[src/rtl/localbus_crc_engine.sv]
// rtl/localbus_crc_engine.sv - multi-channel streaming CRC generator/checker
// One IDLE/ACTIVE accumulator per channel; result and framing errors are registered one cycle after the word.
module localbus_crc_engine #(
  parameter int                 DATA_W  = 16,
  parameter int                 CRC_W   = 4,
  parameter logic [CRC_W-1:0]   POLY    = 4'h3,
  parameter logic [CRC_W-1:0]   INIT    = 4'h0,
  parameter logic [CRC_W-1:0]   XOR_OUT = 4'h0,
  parameter int                 CH_N    = 1,
  parameter int                 LEN_W   = 16,
  localparam int                CH_W    = (CH_N > 1) ? $clog2(CH_N) : 1
) (
  input  logic              clk,
  input  logic              rst_n,
  input  logic              in_valid,
  input  logic [CH_W-1:0]   in_ch,
  input  logic              in_sof,
  input  logic              in_eof,
  input  logic [DATA_W-1:0] in_data,
  input  logic              chk_en,
  input  logic [CRC_W-1:0]  chk_crc,
  output logic              res_valid,
  output logic [CH_W-1:0]   res_ch,
  output logic [CRC_W-1:0]  res_crc,
  output logic [LEN_W-1:0]  res_len,
  output logic              res_err,
  output logic              proto_err
);

  // Storage is sized to the full index range so any in_ch value selects a real slot.
  localparam int CH_SLOTS = 1 << CH_W;

  typedef enum logic {IDLE, ACTIVE} state_t;

  state_t             state_q [CH_SLOTS];
  logic [CRC_W-1:0]   acc_q   [CH_SLOTS];
  logic [LEN_W-1:0]   len_q   [CH_SLOTS];

  state_t             nxt_state;
  logic [CRC_W-1:0]   nxt_acc;
  logic [LEN_W-1:0]   nxt_len;
  logic               ch_ok;
  logic               wr;
  logic               emit;
  logic               perr;
  logic [CRC_W-1:0]   base_acc;
  logic [LEN_W-1:0]   base_len;
  logic [CRC_W-1:0]   upd_crc;
  logic [LEN_W-1:0]   len_inc;
  logic [CRC_W-1:0]   fin_crc;

  function automatic logic [CRC_W-1:0] crc_upd(input logic [CRC_W-1:0] c_in,
                                               input logic [DATA_W-1:0] d);
    logic [CRC_W-1:0] c;
    logic             fb;
    c = c_in;
    for (int b = DATA_W - 1; b >= 0; b--) begin
      fb = d[b] ^ c[CRC_W-1];
      c  = {c[CRC_W-2:0], 1'b0} ^ (fb ? POLY : '0);
    end
    return c;
  endfunction

  always_comb begin
    ch_ok     = 32'(in_ch) < CH_N;
    nxt_state = state_q[in_ch];
    nxt_acc   = acc_q[in_ch];
    nxt_len   = len_q[in_ch];
    wr        = 1'b0;
    emit      = 1'b0;
    perr      = 1'b0;
    // A sof always restarts from INIT, discarding whatever frame was open.
    base_acc  = (in_sof || state_q[in_ch] == IDLE) ? INIT : acc_q[in_ch];
    base_len  = in_sof ? '0 : len_q[in_ch];
    upd_crc   = crc_upd(base_acc, in_data);
    len_inc   = (&base_len) ? base_len : base_len + 1'b1;
    fin_crc   = upd_crc ^ XOR_OUT;
    if (in_valid) begin
      if (!ch_ok) begin
        perr = 1'b1;
      end else if (in_sof || state_q[in_ch] == ACTIVE) begin
        wr   = 1'b1;
        perr = in_sof && (state_q[in_ch] == ACTIVE);
        if (in_eof) begin
          emit      = 1'b1;
          nxt_state = IDLE;
          nxt_acc   = INIT;
          nxt_len   = '0;
        end else begin
          nxt_state = ACTIVE;
          nxt_acc   = upd_crc;
          nxt_len   = len_inc;
        end
      end else begin
        perr = 1'b1;
      end
    end
  end

  always_ff @(posedge clk) begin
    if (!rst_n) begin
      for (int i = 0; i < CH_SLOTS; i++) begin
        state_q[i] <= IDLE;
        acc_q[i]   <= INIT;
        len_q[i]   <= '0;
      end
    end else if (wr) begin
      state_q[in_ch] <= nxt_state;
      acc_q[in_ch]   <= nxt_acc;
      len_q[in_ch]   <= nxt_len;
    end
  end

  always_ff @(posedge clk) begin
    if (!rst_n) begin
      res_valid <= 1'b0;
      res_ch    <= '0;
      res_crc   <= '0;
      res_len   <= '0;
      res_err   <= 1'b0;
      proto_err <= 1'b0;
    end else begin
      res_valid <= emit;
      proto_err <= perr;
      if (emit) begin
        res_ch  <= in_ch;
        res_crc <= fin_crc;
        res_len <= len_inc;
        res_err <= chk_en && (fin_crc != chk_crc);
      end
    end
  end

endmodule

[config.mk]
export PLATFORM = sky130hd
export DESIGN_NAME = localbus_crc_engine
export DESIGN_NICKNAME = d
export VERILOG_FILES = /design/src/rtl/localbus_crc_engine.sv
export SDC_FILE = /design/constraint.sdc
export NUM_CORES = 1
export LEC_CHECK = 0
export ABC_AREA = 1
export BUFFER_PORTS_ARGS = -buffer_cell sky130_fd_sc_hd__buf_2
export CORE_MARGIN = 5
export CORE_UTILIZATION = 58
export DETAILED_ROUTE_END_ITERATION = 8
export PLACE_DENSITY = 0.8
export SETUP_SLACK_MARGIN = 0.2
export SLEW_MARGIN = 20
export SYNTH_ARGS = -nofsm -noshare
export SYNTH_HDL_FRONTEND = slang
export SYNTH_SLANG_ARGS = --single-unit
[constraint.sdc]
create_clock -name clk -period 3.7 [get_ports clk]
set_input_delay 0.74 -clock clk [delete_from_list [all_inputs] [get_ports clk]]
set_output_delay 0.74 -clock clk [all_outputs]
set_load 0.005 [all_outputs]
==> results of run 1 <==
-- layout by cell type, fill, tap and decap left out, drive strengths merged, types with 2 or more instances in the layout --
cell,instances
o211ai,15
a21oi,11
nand3b,6
edfxtp,40
nand4,4
nor4,2
nor2,47
inv,75
nand2,155
clkbuf,13
dfxtp,26
ha,3
o21ai,15
clkinv,3
buf,57
nand3,50
or2,5
conb,20
nor3,6
xor2,10
-- cell families (layout without fill, tap and decap cells) --
kind of cell,count (synthesis),count (layout),share of synthesized area (%)
buffers and inverters,91,149,9.61
and+or+nand+nor,275,275,34.4
adders and majority gates,3,3,0.974
xor gates and xnor gates,11,11,2.70
other,1,20,0.0973
AOI/OAI and AO/OA,43,43,7.28
muxes,1,1,0.260
DFF,66,66,44.7
-- flip-flops by register name, summed over array words and instances, names as in the netlist --
| register | count |
|---|---|
| res_crc | 4 |
| res_err | 1 |
| state_q | 2 |
| acc_q | 8 |
| proto_err | 1 |
| len_q | 32 |
| res_ch | 1 |
| res_valid | 1 |
| res_len | 16 |
-- layer usage --
metal | GRT usage [%] | part of all wire [%]
met3 | 5.62 | 8.1
met1 | 30.8 | 49
met5 | 0 | 0
met2 | 31.0 | 42
met4 | 5.53 | 1.3
-- metrics by stage --
step | hold WS [ns] | util [%] | cell area, µm² | setup slack [ns] | total power (µW)
floorplan | 0.414 | - | 3920 | 0.647 | 1100
global placement | 0.446 | 66.0 | 4240 | 0.473 | 1180
detailed placement | 0.471 | 66.0 | 4240 | 0.277 | 1190
CTS | 0.481 | 68.4 | 4400 | 0.606 | 1670
global route | 0.518 | 68.4 | 4400 | 0.270 | 1770
finish | 0.478 | 68.4 | 4400 | 0.573 | 1670
-- layout make-up --
| type | count | area (µm²) | area share (%) |
|---|---|---|---|
| Multi-Input combinational cell | 353 | 1830 | 41.7 |
| Sequential cell | 66 | 1720 | 39.2 |
| Timing Repair Buffer | 57 | 303 | 6.89 |
| Inverter | 76 | 285 | 6.49 |
| Clock buffer | 13 | 139 | 3.16 |
| Tap cell | 77 | 96.3 | 2.19 |
| Clock inverter | 3 | 16.3 | 0.370 |
-- report_power, final --
group / switching (µW) / internal [µW] / total [µW]
sequential: 13.6 / 821 / 834
combinational: 231 / 114 / 345
clock: 250 / 241 / 491
-- worst paths after layout --
check                  start       to  depth (start not counted)  slack, ns
setup reg to reg  state_q[0]  res_err                         23       0.83
setup / recovery       in_ch  res_err                         23       0.57
hold reg to reg       res_ch   res_ch                          2       0.48
hold / removal        res_ch   res_ch                          2       0.48
-- worst reg2reg max path, delay by kind of cell, from the launching register on --
kind | cells | cell delay [ns]
buffers and inverters | 3 | 0.19
XOR/XNOR | 1 | 0.15
adder cells (fa/ha/maj) | 1 | 0.44
AND/OR/NAND/NOR | 16 | 1.33
flip-flops | 1 | 0.31
AO/OA/AOI/OAI | 2 | 0.30
==> run metrics, run 1 <==
worst slew pin tran=0.849 ns; initial antenna violation count=0; clk sinks=66; Post-CTS Setup Repair Bufs=0; critical setup path kind=input pin to flip-flop; clock root buffer=clkbuf_8; worst relative slew slack=43.3%; Hold Crit Class=flip-flop to flip-flop; Yosys cell types=39; worst path arrival time=3.31 ns; fin crit share=84.5%; maximum vdd drop=0.333 mV; CTS buffer count=9; DR pass1 iterations=7; number of antenna diodes=0; crit path cell chain=buf_2 > o21ai_0 > ha_1 > nand2_1 > nand2_1 > nand3_1 > nand2_1 > inv_1 > nand2_1 > nand2_2 > inv_1 > nand2_2 > nand2_2 > xor2_2 > nand2_2 > nand2_2 > nand2_2 > nand2_2 > nand2_1 > nand2_1 > nand2_1 > nand2_1 > a21oi_2; Final Hold Fails=0; hold buffers post-CTS=0; GPL Wtd Cong=0.896; Synth area leaders=edfxtp_1 31%, dfxtp_1 14%, nand2_1 12%; area delta synth->final=14.1%; Slew Viols, Final=0; vias in the first global route=3,181; critical path's most frequent cell=nand2_1; routed len/inst=13.1 µm; starting density of the core=60.0%; Worst-path clk slew=0.07 ns; Pwr per Cell Area=380 mW/mm²; Mapped Area=0.00385 mm²; dpl cells=629; first-pass GRT wire length=14.4 mm; CP Max Fanout=11; largest net degree at the start of global routing=42; initial drt markers=233; Post-synth top cells=124 x nand2_1, 67 x inv_1, 43 x nand3_1, 43 x nor2_1, 40 x edfxtp_1; die area=0.00837 mm²; via/cell ratio=5.21; RSZ-0062 raised after global routing=false; setup TNS=0 ns; IO Count=51; total wire length=8.44 mm; Filler Cell Count=546; Via Count=3,359; Synth Register Bits=66; Seq/Total Area, Yosys=44.7%; average size of a mapped cell=7.85 µm²; max_cap viols=0; row count=29; Post-synth ARST share=0%; post-synth top area share=31.2%; WP data required=3.89 ns; max frequency=320 MHz; failing checks=DRC; DRC=1; worst clock skew=0.0101 ns; max incr delay on CP=0.44 ns; PortBufs=50; CP Launch Type=input pin; Final Instance Count excl. Fillers=645; Bufs and invs on worst path=3; Overflow after GRT=0; EDFF count, synth=40; Gates resized, CTS repair=0; Clock Latency Late Sink=0.33 ns; status=complete, but fails checks; Core ar.=0.00642 mm²; minimum clock period after layout=3.13 ns; Synth Instances=491; total track usage=21.1%; post-detail-place hpwl=6.47 mm; critical path's slowest cell=ha_1; Die W=91.5 µm; Synth area leader=edfxtp_1; most common cell in the netlist=nand2_1; Die Ht=91.5 µm; CTS HTree Levels=3; Ys Warns=0; Top FF cell, synth=edfxtp_1; CP top delay family=simple AND/OR/NAND/NOR gates; Clock Path Buffers=2; antenna viol nets, final=0; Final setup viols=0; Leak=0.00216 µW; TritonCTS clock tree=built; Setup crit end kind=flip-flop; Nets=593; layout cell share with drive strength beyond 1=22.7%
Power figures use the tool's default switching activity.
==> run 2, diff against run 1 <==
--- a/config.mk
+++ b/config.mk
@@ -5,12 +5,12 @@
 export SDC_FILE = /design/constraint.sdc
 export NUM_CORES = 1
 export LEC_CHECK = 0
-export ABC_AREA = 1
+export ABC_AREA = 0
 export BUFFER_PORTS_ARGS = -buffer_cell sky130_fd_sc_hd__buf_2
 export CORE_MARGIN = 5
-export CORE_UTILIZATION = 58
+export CORE_UTILIZATION = 52
 export DETAILED_ROUTE_END_ITERATION = 8
-export PLACE_DENSITY = 0.8
+export PLACE_DENSITY = 0.76
 export SETUP_SLACK_MARGIN = 0.2
 export SLEW_MARGIN = 20
 export SYNTH_ARGS = -nofsm -noshare
==> constraint.sdc (replaced) <==
create_clock -name clk -period 2.8 [get_ports clk]
set_input_delay 0.56 -clock clk [delete_from_list [all_inputs] [get_ports clk]]
set_output_delay 0.56 -clock clk [all_outputs]
set_load 0.005 [all_outputs]
==> run 2 against run 1 <==
Compared with the run above:
- the run now ends clean
- combinational power is 34% higher
- sequential share of layout area rose by 0.50 points
- synthesized area is 8.0% lower
==> run metrics, run 2 <==
clock power share=33.4%; min setup slack post-route=0.333 ns; CP Max Fanout=28; Post-synth top cells=46 x nor2_1, 40 x edfxtp_1, 26 x dfxtp_1; most common cell in the netlist=nor2_1; clock root buffer=clkbuf_8; CP Launch Type=input pin; Leak=0.00181 µW; met1 Resource Use GR=22.7%; Die W=92.6 µm; Pwr per Cell Area=545 mW/mm²; Yosys cell types=55; CTS buffer count=9; Core ar.=0.00672 mm²; DP Area=0.00414 mm²; WP data required=2.90 ns; starting density of the core=52.8%; max FFs per register=32; Synth area leaders=edfxtp_1 34%, dfxtp_1 15%, mux2i_1 5.4%; final instance area=0.00434 mm²; initial drt markers=118; most frequent cells in the layout=50 x buf_2, 45 x nor2_1, 40 x edfxtp_1; Reg power frac=47.1%; antenna viol nets, final=0; commonest non-fill, non-tap cell in the layout=buf_2; switching share of power=25.8%; worst relative slew slack=66.1%; combinational power share=19.5%; Setup crit end kind=flip-flop; PortBufs=50; largest net degree at the start of global routing=38; Top reg by flops=len_q; Seq/Total Area, Yosys=48.6%; fin crit share=88.1%; Final setup viols=0; Synth Instances=333; number of antenna diodes=0; max frequency=405 MHz; worst reg-to-reg path cell count=9; Final Hold Fails=0; post-synth top area share=33.9%; Overflow after GRT=0; clk sinks=66; post-detail-place hpwl=5.78 mm; initial antenna violation count=0; area delta synth->final=22.4%; minimum clock period after layout=2.47 ns; Filler Cell Count=548; Via Count=2,709; total wire length=7.64 mm; critical setup path kind=input pin to flip-flop; Clock Path Buffers=2; DR pass1 iterations=4; Top FF cell, synth=edfxtp_1; biggest regs=len_q (32), res_len (16), acc_q (8); pre-CTS setup slack=0.0542 ns; IO Count=51; Ys Warns=0; max incr delay on CP=0.44 ns; switching pwr=610 µW; worst path arrival time=2.56 ns; maximum vdd drop=0.353 mV; status=completed; Mapped Area=0.00354 mm²; GR peak layer=met2; vias in the first global route=2,771; overall power=2360 µW; Slew Viols, Final=0; Hold Crit Class=flip-flop to flip-flop; Worst Hold Path Cells=2; worst slew pin tran=0.508 ns; Worst-path clk slew=0.07 ns; M2 GR Usage=32.7%; DRC=0; Nets=449; met3 Use GR=4.31%; routed len/inst=15.2 µm; crit path cell chain=buf_2 > buf_12 > nand3b_1 > a211oi_1 > and4_1 > o21ai_1 > or3b_1 > xor2_1 > nor2_1; die area=0.00857 mm²; Post-CTS Setup Repair Bufs=0; setup TNS=0 ns; Post-synth ARST share=0%; layout cell share with drive strength beyond 1=25.0%; row count=30; hold buffers post-CTS=0; worst clock skew=0.0112 ns; via/cell ratio=5.38; Internal=1750 µW; critical path's slowest cell=a211oi_1; total track usage=18.9%; Die Ht=92.6 µm; RSZ-0062 raised after global routing=false; Clock Latency Late Sink=0.35 ns; Synth Register Bits=66; first-pass GRT wire length=12.5 mm; EDFF count, synth=40; Synth area leader=edfxtp_1; GPL Wtd Cong=0.906; max_cap viols=0; TritonCTS clock tree=built; Gates resized, CTS repair=0; average size of a mapped cell=10.6 µm²; CTS HTree Levels=3
run 2: cell types whose count changed after synthesis, moves of 11 or more:
cell | previous run | this run
nand2_1 | 124 | 19
inv_1 | 67 | 5
nand2_2 | 28 | 0
nand3_1 | 43 | 15
mux2i_1 | 1 | 19
a211oi_1 | 0 | 11
o211ai_1 | 14 | 3
run 2: kinds of logic (layout without fill, tap and decap cells):
family                   after synthesis  count (layout)  synth area share [%]
XOR/XNOR                              38              38                  13.6
flip-flops                            66              66                  48.6
adder cells (fa/ha/maj)                3               3                  1.06
buffers and inverters                 23              95                  2.68
multiplexers                          22              22                  6.42
other                                  1              20                 0.106
AND/OR/NAND/NOR                      121             121                  16.9
AO/OA/AOI/OAI                         59              59                  10.7
run 2: metrics by stage:
stage          cells  utilization [%]  hold WS [ns]
2_1_floorplan    352                -         0.435
3_3_place_gp     488             61.7         0.444
3_5_place_dp     488             61.7         0.444
4_1_cts          504             64.6         0.444
5_1_grt          504             64.6         0.446
6_report         504             64.6         0.453
run 2: path summary, 6_finish.rpt:
kind | start | endpoint | slack, ns
max | in_ch | len_q[0][15] | 0.33
min | res_len[6] | res_len[6] | 0.45
max reg2reg | state_q[0] | acc_q[0][3] | 0.51
min reg2reg | res_len[6] | res_len[6] | 0.45
run 2: cell type report:
class / count / area [µm²] / share of cell area, %
well taps: 80 / 100 / 2.31
flip-flops and latches: 66 / 1720 / 39.7
clock buffers: 12 / 145 / 3.34
repair buffers: 73 / 448 / 10.3
clock inverters: 4 / 51.3 / 1.18
multi-input cells: 263 / 1850 / 42.6
inverters: 6 / 25.0 / 0.577
run 2: layer usage:
layer / vias up / wire, µm
met5: - / 0
met4: 0 / 98
met3: 12 / 406
met2: 74 / 3850
met1: 1274 / 3280
li1: 1349 / -
run 2: critical path, delay by kind of cell:
family	cells	cell delay, ns
buf+inv	2	0.31
compound gates	2	0.56
simple gates	4	0.91
xor+xnor	1	0.21
run 2: power groups by stage:
stage | combinational, µW | sequential, µW | clock, µW
floorplan | 336 | 1130 | 0
global placement | 450 | 1130 | 0
detailed placement | 460 | 1130 | 0
CTS | 462 | 1110 | 808
global route | 507 | 1120 | 851
finish | 461 | 1110 | 789
